### src/rtl/subtractor_serial.sv
// Bit-serial W-bit subtractor, LSB first, with valid/ready handshakes on both sides.
// Define SUBTRACTOR_SERIAL_SAT_EN to clamp diff to zero whenever the final borrow is set.
module subtractor_serial #(
    parameter int unsigned W = 3
) (
    input  logic         clk,
    input  logic         rst,
    input  logic         in_valid,
    output logic         in_ready,
    input  logic [W-1:0] a,
    input  logic [W-1:0] b,
    input  logic         bin,
    output logic         out_valid,
    input  logic         out_ready,
    output logic [W-1:0] diff,
    output logic         bout
);

    localparam int unsigned CW = $clog2(W + 1);

    typedef enum logic [1:0] {
        StIdle,
        StBusy,
        StDone
    } state_e;

    state_e        state_q, state_d;
    logic [W-1:0]  a_sh_q, b_sh_q, res_q, res_d;
    logic [W-1:0]  diff_q, diff_d;
    logic [CW-1:0] cnt_q;
    logic          br_q, br_d;
    logic          bout_q;
    logic          d_bit;
    logic          last_bit;

    assign in_ready  = (state_q == StIdle);
    assign out_valid = (state_q == StDone);
    assign diff      = diff_q;
    assign bout      = bout_q;

    // Full-subtractor cell on the current LSBs of the operand shifters.
    always_comb begin
        d_bit    = a_sh_q[0] ^ b_sh_q[0] ^ br_q;
        br_d     = (~a_sh_q[0] & b_sh_q[0]) | (~a_sh_q[0] & br_q) | (b_sh_q[0] & br_q);
        res_d    = res_q >> 1;
        res_d[W-1] = d_bit;
        last_bit = (cnt_q == CW'(W - 1));
`ifdef SUBTRACTOR_SERIAL_SAT_EN
        diff_d   = br_d ? '0 : res_d;
`else
        diff_d   = res_d;
`endif
    end

    always_comb begin
        state_d = state_q;
        case (state_q)
            StIdle:  if (in_valid) state_d = StBusy;
            StBusy:  if (last_bit) state_d = StDone;
            StDone:  if (out_ready) state_d = StIdle;
            default: state_d = StIdle;
        endcase
    end

    always_ff @(posedge clk) begin
        if (rst) begin
            state_q <= StIdle;
            a_sh_q  <= '0;
            b_sh_q  <= '0;
            res_q   <= '0;
            br_q    <= 1'b0;
            cnt_q   <= '0;
            diff_q  <= '0;
            bout_q  <= 1'b0;
        end else begin
            state_q <= state_d;
            case (state_q)
                StIdle: begin
                    if (in_valid) begin
                        a_sh_q <= a;
                        b_sh_q <= b;
                        br_q   <= bin;
                        cnt_q  <= '0;
                    end
                end
                StBusy: begin
                    a_sh_q <= a_sh_q >> 1;
                    b_sh_q <= b_sh_q >> 1;
                    res_q  <= res_d;
                    br_q   <= br_d;
                    cnt_q  <= cnt_q + CW'(1);
                    if (last_bit) begin
                        diff_q <= diff_d;
                        bout_q <= br_d;
                    end
                end
                default: ;
            endcase
        end
    end

endmodule

### config.mk
export PLATFORM = sky130hd
export DESIGN_NAME = subtractor_serial
export DESIGN_NICKNAME = d
export VERILOG_FILES = /design/src/rtl/subtractor_serial.sv
export SDC_FILE = /design/constraint.sdc
export NUM_CORES = 1
export LEC_CHECK = 0
export BUFFER_PORTS_ARGS = -buffer_cell sky130_fd_sc_hd__buf_2
export CAP_MARGIN = 20
export CORE_MARGIN = 2
export CORE_UTILIZATION = 49
export CTS_BUF_LIST = sky130_fd_sc_hd__clkbuf_8
export DETAILED_ROUTE_END_ITERATION = 10
export GPL_ROUTABILITY_DRIVEN = 0
export HOLD_SLACK_MARGIN = 0.1
export PLACE_DENSITY = 0.83
export SETUP_SLACK_MARGIN = 0.02
export SLEW_MARGIN = 20
export SYNTH_ARGS = -nofsm -noshare
export SYNTH_HDL_FRONTEND = slang
export SYNTH_SLANG_ARGS = --single-unit
export TNS_END_PERCENT = 100
### constraint.sdc
create_clock -name clk -period 1.32 [get_ports clk]
set_clock_uncertainty 0.15 [all_clocks]
set_input_delay 0.198 -clock clk [delete_from_list [all_inputs] [get_ports clk]]
set_output_delay 0.198 -clock clk [all_outputs]
set_load 0.02 [all_outputs]
==> impl_metrics.ini <==
[die]
dieArea_sq_um = 1950
die_y_um = 44.1
rows = 14
start_util_pct = 52.3
core_area_sq_um = 1510
io_pins = 17
die_w_um = 44.1

[logic_synthesis]
netlist_area_sq_um = 788
synth_common_cells = dfxtp_1, a21oi_1, nand2_1
synth_top_area_cell = dfxtp_1
synth-main-ff-cell = dfxtp_1
async_reset_ff_share_pct = 0
yosys.cell_types.count = 28
synth-seq-area-share_pct = 43.2
ys_ff_latch = 17
synth.top_cell.area_share_pct = 43.2
synth_edf_count = 0
ys_top_cells_by_area = dfxtp_1, a21oi_1, o221a_2, nand2_1, buf_6
avgSynthCellArea_sq_um = 9.50
synth.net_count = 96
synth_most_common_cell = dfxtp_1
postSynthCellCount = 83
ys_warn_count = 0

[timing]
clock.fmax_mhz = 761
slew_viol_final = 0
layout_worst_path_cycle_share_pct = 99.5
worst_pin_slew_ps = 320
slew_headroom_pct = 78.6
hold_viol_final = 0
fin_crit_ps = 1310
setup_viol = 0
fin_ws_ps = 6.19
grt_setup_unrepaired = yes

[critical_path]
slowest_delay_ps = 380
r2r_start = state_q[1]
rr_worst_depth = 4
cp-end-kind = flip-flop
required_ps = 1310
path_max_fanout = 7
cp_top_family = flip-flops
path_buf_inv = 1
worst-setup-path-type = reg2reg
worstSetupPathDepth = 4
cp_slowest_cell = dfxtp_4
r2r_setup_slack_ps = 6
crit_arrival_ps = 1300
rr_endpoint = a_sh_q[0]
path_cells = buf_4 -> nand2b_4 -> o22a_1 -> o221a_1
start_kind = flip-flop

[min_path]
hp-class = in2reg
hp-start = rst
whs_endpoint = state_q[1]
whs_path_depth = 2

[clock_tree]
clk_latency_ps = 250
clkSinkCount = 17
cts-htree-levels = 1
cts_tree = yes
clk_path_buf_depth = 2
cts_buffers = 3
root_buffer = clkbuf_8
clkTransAtPathRegs_ps = 70

[run]
max-cap-violations = 0

[finish]
drive_gt1_share_pct = 40.4
fin_util_pct = 69.9
syn_to_final_growth_pct = 33.7
nets = 123
antenna_cells = 0
fillers = 121
stdcell_count = 125

[global_routing]
track_usage_pct = 18.6
grt_pass1_vias = 614
grt_start_max_net_pins = 18
grt_overflow = 0
grt_pass1_wl_um = 2620
antenna_found_initial = 0

[outcome]
status = completed

[place]
dpl_worst_slack_ps = -18.8
portBuffers = 16
place_inst = 113
dpl.hpwl_um = 1060

[pwr]
p_leak_nw = 0.444
powerDensity_nw_per_um2 = 1080
fin_total_pwr_w = 0.00114
irDropWorstVdd_uv = 787

[routing]
post_drt_wl_per_cell_um = 12.5
ant_nets = 0
wl_um = 1560
viasPerCell = 5.22
vias = 653
drc_errors = 0
drt-pass1-iter-count = 4
first_iter_violations = 7
-- worst max path at each step --
stage / start / endpoint
after CTS: state_q[0] / out_valid
final: state_q[1] / a_sh_q[0]
after global routing: state_q[1] / in_ready
after detailed placement: state_q[1] / diff[2]
after global placement: a_sh_q[0] / diff[2]
after floorplan: a_sh_q[0] / diff[2]
-- cells in the final DEF (no fill, tap or decap), drive strengths merged, types with 3 or more instances in the layout --
master,count
inv,6
dlygate4sd3,6
clkbuf,3
nor2,5
nand2b,3
nand3,3
a21oi,14
nand3b,3
buf,21
nand2,8
dfxtp,17
o221a,5
-- report_power, final --
part	leakage, nW	total, W	internal, W	switching (W)
clock	0.0255	0.000376	0.000209	0.000167
sequential	0.141	0.000565	0.000544	0.0000213
combinational	0.277	0.000195	0.000100	0.0000947
-- stage by stage --
stage,TNS (ps),hold WS [ps],area [sq um]
after CTS,0,166,1040
after global placement,0,290,875
after floorplan,0,208,791
after detailed placement,-18.8,295,875
after global routing,-114,192,1050
final,0,172,1050
-- worst reg2reg max path, cell delays in order (launching register included) --
cell and delay [ps]:
dfxtp_4 380, buf_4 160, nand2b_4 140, o22a_1 150, o221a_1 220
-- kinds of logic (layout without fill, tap and decap cells) --
family                     count (synthesis)  count (layout)  share of synthesized area [%]
and+or+nand+nor                           25              25                           20.3
adders and majority gates                  2               2                           4.13
buffers and inverters                     11              37                           7.78
AOI/OAI and AO/OA                         28              28                           24.6
DFF                                       17              17                           43.2
-- registers in the layout, indices dropped and copies added, names as in the netlist --
| register | cells |
|---|---|
| a_sh_q | 3 |
| b_sh_q | 3 |
| bout | 1 |
| br_q | 1 |
| cnt_q | 2 |
| diff | 3 |
| res_q | 2 |
| state_q | 2 |
-- metal layers --
metal	vias to the layer above	track usage, %	part of all wire (%)
li1	344	-	-
met1	293	25.2	50
met2	11	28.2	45
met3	5	4.90	3.2
met4	0	7.27	1.4
met5	-	0	0
-- what timing repair did --
item | 4_1_cts | 5_1_grt
endpoints found under the setup margin | 9 | 9
buffers inserted | 1 | 1
gates resized for setup | 17 | 2
hold buffers | 6 | 0
pin swaps | 1 | 1
hold endpoints to repair | 6 | 0
-- final cells by class --
class / instances / area [sq um] / share of cell area (%)
clock buffers: 3 / 41.3 / 3.92
multi-input cells: 55 / 418 / 39.7
clock inverters: 1 / 5.00 / 0.475
inverters: 6 / 22.5 / 2.14
well taps: 16 / 20.0 / 1.90
flip-flops and latches: 17 / 349 / 33.1
repair buffers: 27 / 198 / 18.8
No activity file was read; power rests on OpenSTA's default activity.
